**src/rtl/avg_pkg.sv**
```systemverilog
// ---------------------------------------------------------------------------
// avg_pkg
//   Shared definitions for the 8-sample averager and its upstream feeder:
//   default sample width / frame length and the feeder state type.
//   Imported by avg_sample_buf, avg_sample_feeder and the benches.
// ---------------------------------------------------------------------------
package avg_pkg;

  localparam int AVG_DW = 8;
  localparam int AVG_N  = 8;

  typedef enum logic [1:0] {
    FILL,
    START,
    SEND,
    WAIT
  } feed_state_t;

endpackage

```
**src/rtl/avg_sample_buf.sv**
```systemverilog
// ---------------------------------------------------------------------------
// avg_sample_buf
//   N x DW frame buffer: one synchronous write port and one combinational
//   read port. Contents are deliberately not reset; a frame is always fully
//   rewritten before it is read.
// Ports
//   i_clk      clock, rising edge
//   i_wr_en    write strobe
//   i_wr_addr  write address [CW-1:0]
//   i_wr_data  write data [DW-1:0]
//   i_rd_addr  read address [CW-1:0]
//   o_rd_data  read data [DW-1:0], combinational from i_rd_addr
// ---------------------------------------------------------------------------
module avg_sample_buf
  import avg_pkg::*;
#(
  parameter  int DW = AVG_DW,
  parameter  int N  = AVG_N,
  localparam int CW = $clog2(N)
) (
  input  logic          i_clk,
  input  logic          i_wr_en,
  input  logic [CW-1:0] i_wr_addr,
  input  logic [DW-1:0] i_wr_data,
  input  logic [CW-1:0] i_rd_addr,
  output logic [DW-1:0] o_rd_data
);

  logic [DW-1:0] r_mem [N];

  // Store one sample per accepted handshake; no reset on the array.
  always_ff @(posedge i_clk) begin
    if (i_wr_en) begin
      r_mem[i_wr_addr] <= i_wr_data;
    end
  end

  assign o_rd_data = r_mem[i_rd_addr];

endmodule

```
**src/rtl/avg_sample_feeder.sv**
```systemverilog
// ---------------------------------------------------------------------------
// avg_sample_feeder
//   Collects N samples over a valid/ready handshake, then pulses o_avg_start
//   and streams the frame to the averager one sample per clock. It waits for
//   i_avg_ready before taking the next frame, so the averager only ever sees
//   complete, unstalled frames.
// Ports
//   i_clk             clock, rising edge
//   i_rst             asynchronous, active-high reset
//   i_in_valid        source presents i_in_data
//   i_in_data         input sample [DW-1:0]
//   o_in_ready        feeder accepts a sample this cycle
//   o_avg_start       one-cycle start pulse to the averager
//   o_avg_data        sample to the averager [DW-1:0], 0 when not valid
//   o_avg_data_valid  o_avg_data carries a frame sample
//   i_avg_ready       averager ready (result done / idle)
//   o_busy            frame held or in flight
//   o_frame_cnt       completed frames [15:0] (only with FEEDER_FRAME_CNT_EN)
// Configuration
//   FEEDER_FRAME_CNT_EN  adds o_frame_cnt, counting WAIT->FILL transitions.
// ---------------------------------------------------------------------------
module avg_sample_feeder
  import avg_pkg::*;
#(
  parameter  int DW = AVG_DW,
  parameter  int N  = AVG_N,
  localparam int CW = $clog2(N)
) (
  input  logic          i_clk,
  input  logic          i_rst,
  input  logic          i_in_valid,
  input  logic [DW-1:0] i_in_data,
  output logic          o_in_ready,
  output logic          o_avg_start,
  output logic [DW-1:0] o_avg_data,
  output logic          o_avg_data_valid,
  input  logic          i_avg_ready,
  output logic          o_busy
`ifdef FEEDER_FRAME_CNT_EN
  ,
  output logic [15:0]   o_frame_cnt
`endif
);

  feed_state_t   r_state;
  logic [CW-1:0] r_wr_cnt;
  logic [CW-1:0] r_rd_cnt;
  logic          r_in_ready;
  logic          r_avg_start;
  logic [DW-1:0] r_avg_data;
  logic          r_avg_valid;
  logic          r_busy;

  logic          w_wr_en;
  logic [CW-1:0] w_rd_addr;
  logic [DW-1:0] w_rd_data;

  assign w_wr_en = (r_state == FILL) && r_in_ready && i_in_valid;

  // The output register is loaded one cycle ahead, so the read port looks at
  // the sample after the one currently on o_avg_data (sample 0 from START).
  assign w_rd_addr = (r_state == SEND) ? CW'(r_rd_cnt + 1'b1) : '0;

  avg_sample_buf #(
    .DW (DW),
    .N  (N)
  ) u_buf (
    .i_clk     (i_clk),
    .i_wr_en   (w_wr_en),
    .i_wr_addr (r_wr_cnt),
    .i_wr_data (i_in_data),
    .i_rd_addr (w_rd_addr),
    .o_rd_data (w_rd_data)
  );

  // Frame sequencer; every output is a flop loaded with the value for the
  // state being entered, so outputs change cleanly on the clock edge.
  always_ff @(posedge i_clk or posedge i_rst) begin
    if (i_rst) begin
      r_state     <= FILL;
      r_wr_cnt    <= '0;
      r_rd_cnt    <= '0;
      r_in_ready  <= 1'b0;
      r_avg_start <= 1'b0;
      r_avg_data  <= '0;
      r_avg_valid <= 1'b0;
      r_busy      <= 1'b0;
    end else begin
      case (r_state)
        FILL: begin
          r_in_ready <= 1'b1;
          if (w_wr_en) begin
            r_wr_cnt <= r_wr_cnt + 1'b1;
            if (r_wr_cnt == CW'(N - 1)) begin
              r_state     <= START;
              r_in_ready  <= 1'b0;
              r_avg_start <= 1'b1;
              r_busy      <= 1'b1;
            end
          end
        end
        START: begin
          r_state     <= SEND;
          r_avg_start <= 1'b0;
          r_rd_cnt    <= '0;
          r_avg_valid <= 1'b1;
          r_avg_data  <= w_rd_data;
        end
        SEND: begin
          if (r_rd_cnt == CW'(N - 1)) begin
            r_state     <= WAIT;
            r_rd_cnt    <= '0;
            r_avg_valid <= 1'b0;
            r_avg_data  <= '0;
          end else begin
            r_rd_cnt   <= r_rd_cnt + 1'b1;
            r_avg_data <= w_rd_data;
          end
        end
        WAIT: begin
          if (i_avg_ready) begin
            r_state    <= FILL;
            r_in_ready <= 1'b1;
            r_busy     <= 1'b0;
          end
        end
        default: begin
          r_state <= FILL;
        end
      endcase
    end
  end

  assign o_in_ready       = r_in_ready;
  assign o_avg_start      = r_avg_start;
  assign o_avg_data       = r_avg_data;
  assign o_avg_data_valid = r_avg_valid;
  assign o_busy           = r_busy;

`ifdef FEEDER_FRAME_CNT_EN
  logic [15:0] r_frame_cnt;

  // Counts frames handed back to the source; wraps naturally at 16 bits.
  always_ff @(posedge i_clk or posedge i_rst) begin
    if (i_rst) begin
      r_frame_cnt <= '0;
    end else if ((r_state == WAIT) && i_avg_ready) begin
      r_frame_cnt <= r_frame_cnt + 16'd1;
    end
  end

  assign o_frame_cnt = r_frame_cnt;
`else
  // Frame counter not built in this configuration.
`endif

endmodule
```
**config.mk**
```make
export PLATFORM = sky130hd
export DESIGN_NAME = avg_sample_feeder
export DESIGN_NICKNAME = d
export VERILOG_FILES = /design/src/rtl/avg_pkg.sv /design/src/rtl/avg_sample_buf.sv /design/src/rtl/avg_sample_feeder.sv
export SDC_FILE = /design/constraint.sdc
export NUM_CORES = 1
export LEC_CHECK = 0
export CORE_MARGIN = 2
export CORE_UTILIZATION = 34
export DETAILED_ROUTE_END_ITERATION = 16
export HOLD_SLACK_MARGIN = 0.02
export PLACE_DENSITY = 0.62
export SYNTH_ARGS = -nofsm -noshare
export SYNTH_HDL_FRONTEND = slang
export SYNTH_SLANG_ARGS = --single-unit
```
**constraint.sdc**
```tcl
create_clock -name i_clk -period 2.4 [get_ports i_clk]
set_input_delay 0.48 -clock i_clk [delete_from_list [all_inputs] [get_ports i_clk]]
set_output_delay 0.48 -clock i_clk [all_outputs]
set_load 0.01 [all_outputs]
```
==> impl_metrics.tcl <==
set metrics [dict create \
    pre_cts_ws_ns 0.2214 \
    antenna_cells 0 \
    ys_warn_count 0 \
    tightest_slew_ns 0.3790 \
    synthCells 229 \
    routabilityCongestion 0.7448 \
    multi_input_area_um2 935.9 \
    synth_top_family_by_area "compound AO/OA/AOI/OAI gates" \
    layout.nets 289 \
    cts_resized 0 \
    ys_seq_area_share_pct 70.48 \
    synth_largest_area_cell "edfxtp_1" \
    final_antenna_net_count 0 \
    routedWlPerCell_um 15.79 \
    clkLatencyLatePin_ns 0.36 \
    power_density_nw_per_um2 1066 \
    skew_ns 0.007349 \
    synth_xor_area_share_pct 0 \
    grt_max_degree 28 \
    wirelength_um 6409 \
    finalHoldViolCount 0 \
    fin_ws_ns 0.4062 \
    synth.avg_cell_area_um2 15.01 \
    cts-buffers-inserted 9 \
    drcViolationCount 0 \
    cts_setup_buffers 0 \
    cp_data_required_time_ns 2.70 \
    peakVddDrop_mv 0.3714 \
    num_vias 1955 \
    cp_max_fo 8 \
    synth_compound_area_share_pct 10.59 \
    area_growth_pct 19.00 \
    max_slew_margin_pct 74.66 \
    synthTopCellsByArea "edfxtp_1 56%, dfrtp_1 15%, mux2i_1 5.0%, a211oi_1 3.5%, ha_1 3.3%" \
    dieArea_um2 10930 \
    p_total_w 0.004361 \
    synth_commonest_cells "64 x edfxtp_1, 20 x dfrtp_1, 17 x mux2i_1, 17 x nor2b_1, 16 x a211oi_1" \
    num-fill-cells 919 \
    gr-usage-all-layers_pct 13.01 \
    io_pins 24 \
    grt_pass1_vias 2027 \
    fin_setup_tns_ns 0 \
    synthAdderAreaFrac_pct 3.276 \
    synthSimpleGateAreaFrac_pct 7.754 \
    ff_latch_area_um2 2422 \
    critPathLaunchType "flop" \
    finalCritPeriodShare_pct 83.07 \
    ctsLongestPathBuffers 2 \
    fin_crit_ns 1.994 \
    fmax_ghz 0.5016 \
    maxCapViolCount 0 \
    core_area_um2 9774 \
    critical_path_class "flop to flop" \
    grt_pass1_wl_um 10430 \
    timing.rr.start "r_state[0]$_DFFE_PP0P_" \
    cts_tree "yes" \
    hold_ws_ns 0.4458 \
    grt-ovfl-total 0 \
    synth_area_um2 3437 \
    dr.pass1.iters 4 \
    antenna_found_initial 0 \
    routed_via_density 4.815 \
    cts-root-buf "clkbuf_8" \
    die-height_um 104.5 \
    synth_mux_area_share_pct 5.606 \
    yosysMostFrequentCell "edfxtp_1" \
    drt-initial-drc-count 71 \
    ys.flop_type "edfxtp_1" \
    setup_viol 0 \
    clk_pin_slew_ns 0.09 \
    postCtsHoldBufs 0 \
    rows 36 \
    initial_utilization_pct 35.16 \
    syn-num-nets 250 \
    dp_hpwl_um 4355 \
    synth-edff-count 64 \
    crit_path_end_kind "flop" \
    async_reset_ff_share_pct 23.81 \
    drive_above_1_share_pct 12.82 \
    rsz0062_at_grt "no" \
    clock_sinks 84 \
    cts.htree.levels 3 \
    leakage_nw 1.561 \
    crit_path_start "r_state[0]$_DFFE_PP0P_" \
    ys_types 34 \
    hold_class "primary input to asynchronous set/reset pin" \
    drv_slew 0 \
    die_w_um 104.5 \
    outcome "finished clean" \
    critPathArrivalTime_ns 2.29 \
    ys_ff_latch 84 \
    portBuffers 23 \
    synth_top_area_share_pct 55.92 \
]
## logic make-up after synthesis
| group | Yosys count |
|---|---|
| buffers and inverters | 15 |
| AND/OR/NAND/NOR | 50 |
| multiplexers | 19 |
| adder cells (fa/ha/maj) | 9 |
| AO/OA/AOI/OAI | 52 |
| flip-flops | 84 |
## stage by stage
step | instance area (um2) | std cells | utilization (%)
after floorplan | 3437 | 229 | -
after global placement | 3891 | 390 | 39.81
after detailed placement | 3891 | 390 | 39.81
after CTS | 4090 | 406 | 41.85
after global routing | 4090 | 406 | 41.85
final | 4090 | 406 | 41.85
## critical path, stage by stage, from the launching register on
cell,delay [ns]
dfrtp_1,0.40
inv_1,0.09
ha_1,0.38
inv_2,0.05
or4_4,0.61
o22ai_1,0.26
a211o_1,0.13
## report_power, final
group | switching [W] | internal [W] | leakage [nW]
logic | 0.000772 | 0.000676 | 0.650
clock network | 0.000514 | 0.000485 | 0.0923
registers | 0.000142 | 0.00177 | 0.818
total | 0.00143 | 0.00293 | 1.56
## cells in the final DEF, fill, tap and decap left out, types with 8 or more instances in the layout
| cell | instances |
|---|---|
| edfxtp_1 | 64 |
| mux2i_1 | 17 |
| a21oi_1 | 8 |
| clkbuf_8 | 9 |
| a211o_1 | 8 |
| nor2_1 | 11 |
| nor2b_1 | 17 |
| dfrtp_1 | 20 |
| buf_4 | 12 |
| o22ai_1 | 8 |
| ha_1 | 9 |
| clkdlybuf4s50_1 | 23 |
| a211oi_1 | 16 |
## state kept, by name, summed over array words and instances (netlist names)
name / cells
r_rd_cnt: 3
o_in_ready: 1
r_wr_cnt: 3
o_avg_data_valid: 1
o_avg_data: 8
r_state: 2
o_busy: 1
o_avg_start: 1
u_buf.r_mem: 64
## final timing paths
path                                                 to  slack (ns)  cells after the start
setup reg to reg              o_avg_data[3]$_DFFE_PP0P_        0.41                      6
hold / removal                  r_wr_cnt[0]$_DFFE_PP0P_        0.45                      3
setup / recovery              o_avg_data[3]$_DFFE_PP0P_        0.41                      6
min in group i_clk         o_avg_data_valid$_DFFE_PP0P_        0.48                      2
max in group asynchronous       r_rd_cnt[1]$_DFFE_PP0P_        1.74                      3
hold reg to reg            o_avg_data_valid$_DFFE_PP0P_        0.48                      2
## per-layer routing
layer	track usage, %	up-vias	wire (um)
met5	0	-	0
li1	-	958	-
met1	15.62	955	2878
met3	2.994	11	183
met2	21.06	31	3170
met4	8.301	0	176
## cell type report
type	count	share of cell area, %
Sequential cell	84	59.22
Multi-Input combinational cell	130	22.88
Timing Repair Buffer	36	8.321
Tap cell	133	4.069
Clock buffer	9	3.028
Clock inverter	7	1.835
Inverter	7	0.6424
(Power assumes the default switching activity.)
==> RTL change, RTL diff (config.mk and constraints unchanged) <==
Change the package constant `AVG_DW` from 8 to 9.
--- a/src/rtl/avg_pkg.sv
+++ b/src/rtl/avg_pkg.sv
@@ -7,5 +7,5 @@
 package avg_pkg;
 
-  localparam int AVG_DW = 8;
+  localparam int AVG_DW = 9;
   localparam int AVG_N  = 8;
 
Ports: changed (resized i_in_data and o_avg_data); port bits go from 24 to 26. The function was not compared with the original's and may differ.
==> RTL change against the unedited design <==
  * Synthesized cell count rose by 24%
  * Core utilization fell by 0.41 points
  * Sequential share of layout area fell by 2.2 points
  * Critical path depth rose by 1
  * Cell area rose by 15%
  * Setup slack got worse by 110 ps
  * Clock power rose by 38%
  * Sequential cell count rose by 9
  * Routed wire length rose by 33%
  * Power rose by 19%
  * Critical path type unchanged
  * Synthesized area rose by 15%
==> RTL change: results (changes against the unedited design) <==
Setup path:
- The critical path's slowest cell is sky130_fd_sc_hd__dfrtp_1.
- The peak per-stage delay on the critical path is 410 ps (-200 ps).
- The largest fanout of any net on the critical path is 12 (+4).
- The cell family contributing the most delay on the critical path is compound AO/OA/AOI/OAI gates.
- The number of cells on the worst reg-to-reg path came to 7 (+1).
- The arrival time of the worst setup path is 2310 ps (+20 ps).

Synth:
- The sequential cell area fraction in the yosys report is 68.3% (-2.2 points).
- By area the synthesized netlist is led by sky130_fd_sc_hd__edfxtp_1, sky130_fd_sc_hd__dfrtp_1, sky130_fd_sc_hd__a32oi_1.
- The total nets after synthesis is 307 (+23%).
- The compound-gate portion of the synthesized area is 13.4% (+2.8 points).
- The adder and majority cell fraction of the synthesized area is 2.86% (-0.42 points).
- The count of flip-flops with a built-in enable after synthesis is 72 (+13%).
- The share of flip-flops with an asynchronous set or reset after synthesis is 22.6% (-1.2 points).
- The mux share of post-synthesis cell area is 1.08% (-4.5 points).

Cells and area:
- The number of fillers in the final layout is 1,045 (+14%).
- The final-stage net count is 345 (+19%).
- The flip-flop count of the largest register, all copies and words added is 72 (+13%).
- The ratio of cells with drive above 1 in the final layout is 11.0% (-1.8 points).

Run status:
- The flow ran to the end, and the final reports show no timing, DRC or antenna violations.

Route:
- The number of DRC markers in iteration 0 is 198 (+180%).

Clocking:
- The clock-pin slew reported for the worst setup and hold paths after clock tree synthesis was 60 ps (-30 ps).
- The cell chosen for the clock root is sky130_fd_sc_hd__clkbuf_16.
- The insertion delay to the later sink of the worst-skew pair is 330 ps (-30 ps).

GRT:
- The pin count of the biggest net entering global routing came to 42 (+50%).
- The global-route wire length before repair is 14,000 um (+34%).
- The global-route usage over all layers was 14.7% (+1.7 points).
- The number of global-route vias before repair was 2,612 (+29%).

Pwr:
- The worst vdd rail ir drop was 0.629 mV (+69%).
- The leakage power figure is 1.68 nW (+7.8%).
- The internal power consumption came to 3.53 mW (+20%).

Place:
- The final weighted congestion in routability-driven placement is 0.775 (+4.1%).
- The number of buffer cells added on primary ports is 25 (+8.7%).
- The instance area at placement was 4420 um2 (+14%).

STA:
- The worst clock skew on the final layout is 6.43 ps (-0.921 ps).
[RTL change: area by class of cell]
class                           count  area share (%)
Clock buffer                        9            4.78
Clock inverter                      6            1.35
Inverter                            7           0.558
Multi-Input combinational cell    169            24.0
Sequential cell                    93            57.1
Tap cell                          143            3.80
Timing Repair Buffer               43            8.45
[RTL change: repair_timing]
item | 4_1_cts | 5_1_grt
buffers inserted | 0 | 0
gates resized for setup | 0 | 1
setup endpoints to repair | 0 | 1
[RTL change: path summary, 6_finish.rpt]
path                                  start               end  slack [ps]
min in group i_clk         o_avg_data_valid  o_avg_data_valid         490
max                              r_state[0]     o_avg_data[0]         300
max reg2reg                      r_state[0]     o_avg_data[0]         300
max in group asynchronous             i_rst     o_avg_data[2]        1700
min reg2reg                o_avg_data_valid  o_avg_data_valid         490
min                                   i_rst     o_avg_data[1]         480
[RTL change: routing by layer]
| layer | vias to the layer above | wire (um) | track usage (%) |
|---|---|---|---|
| met3 | 7 | 351 | 3.16 |
| met2 | 46 | 4150 | 23.3 |
| li1 | 1163 | - | - |
| met1 | 1211 | 3950 | 20.2 |
| met4 | 0 | 101 | 5.10 |
| met5 | - | 0 | 0 |
[RTL change: stage by stage]
step | util, % | hold WS, ps | setup WS [ps] | total power, mW | instances
floorplan | - | 457 | 164 | 3.22 | 285
global placement | 38.8 | 487 | 198 | 3.82 | 455
detailed placement | 38.8 | 479 | 147 | 3.87 | 455
CTS | 41.4 | 488 | 231 | 5.24 | 470
global route | 41.4 | 528 | 155 | 5.51 | 470
finish | 41.4 | 483 | 301 | 5.21 | 470
[RTL change: worst min-delay path, stage by stage]
cell and delay [ps]:
sky130_fd_sc_hd__clkdlybuf4s50_1 390, sky130_fd_sc_hd__inv_1 50, sky130_fd_sc_hd__buf_4 270
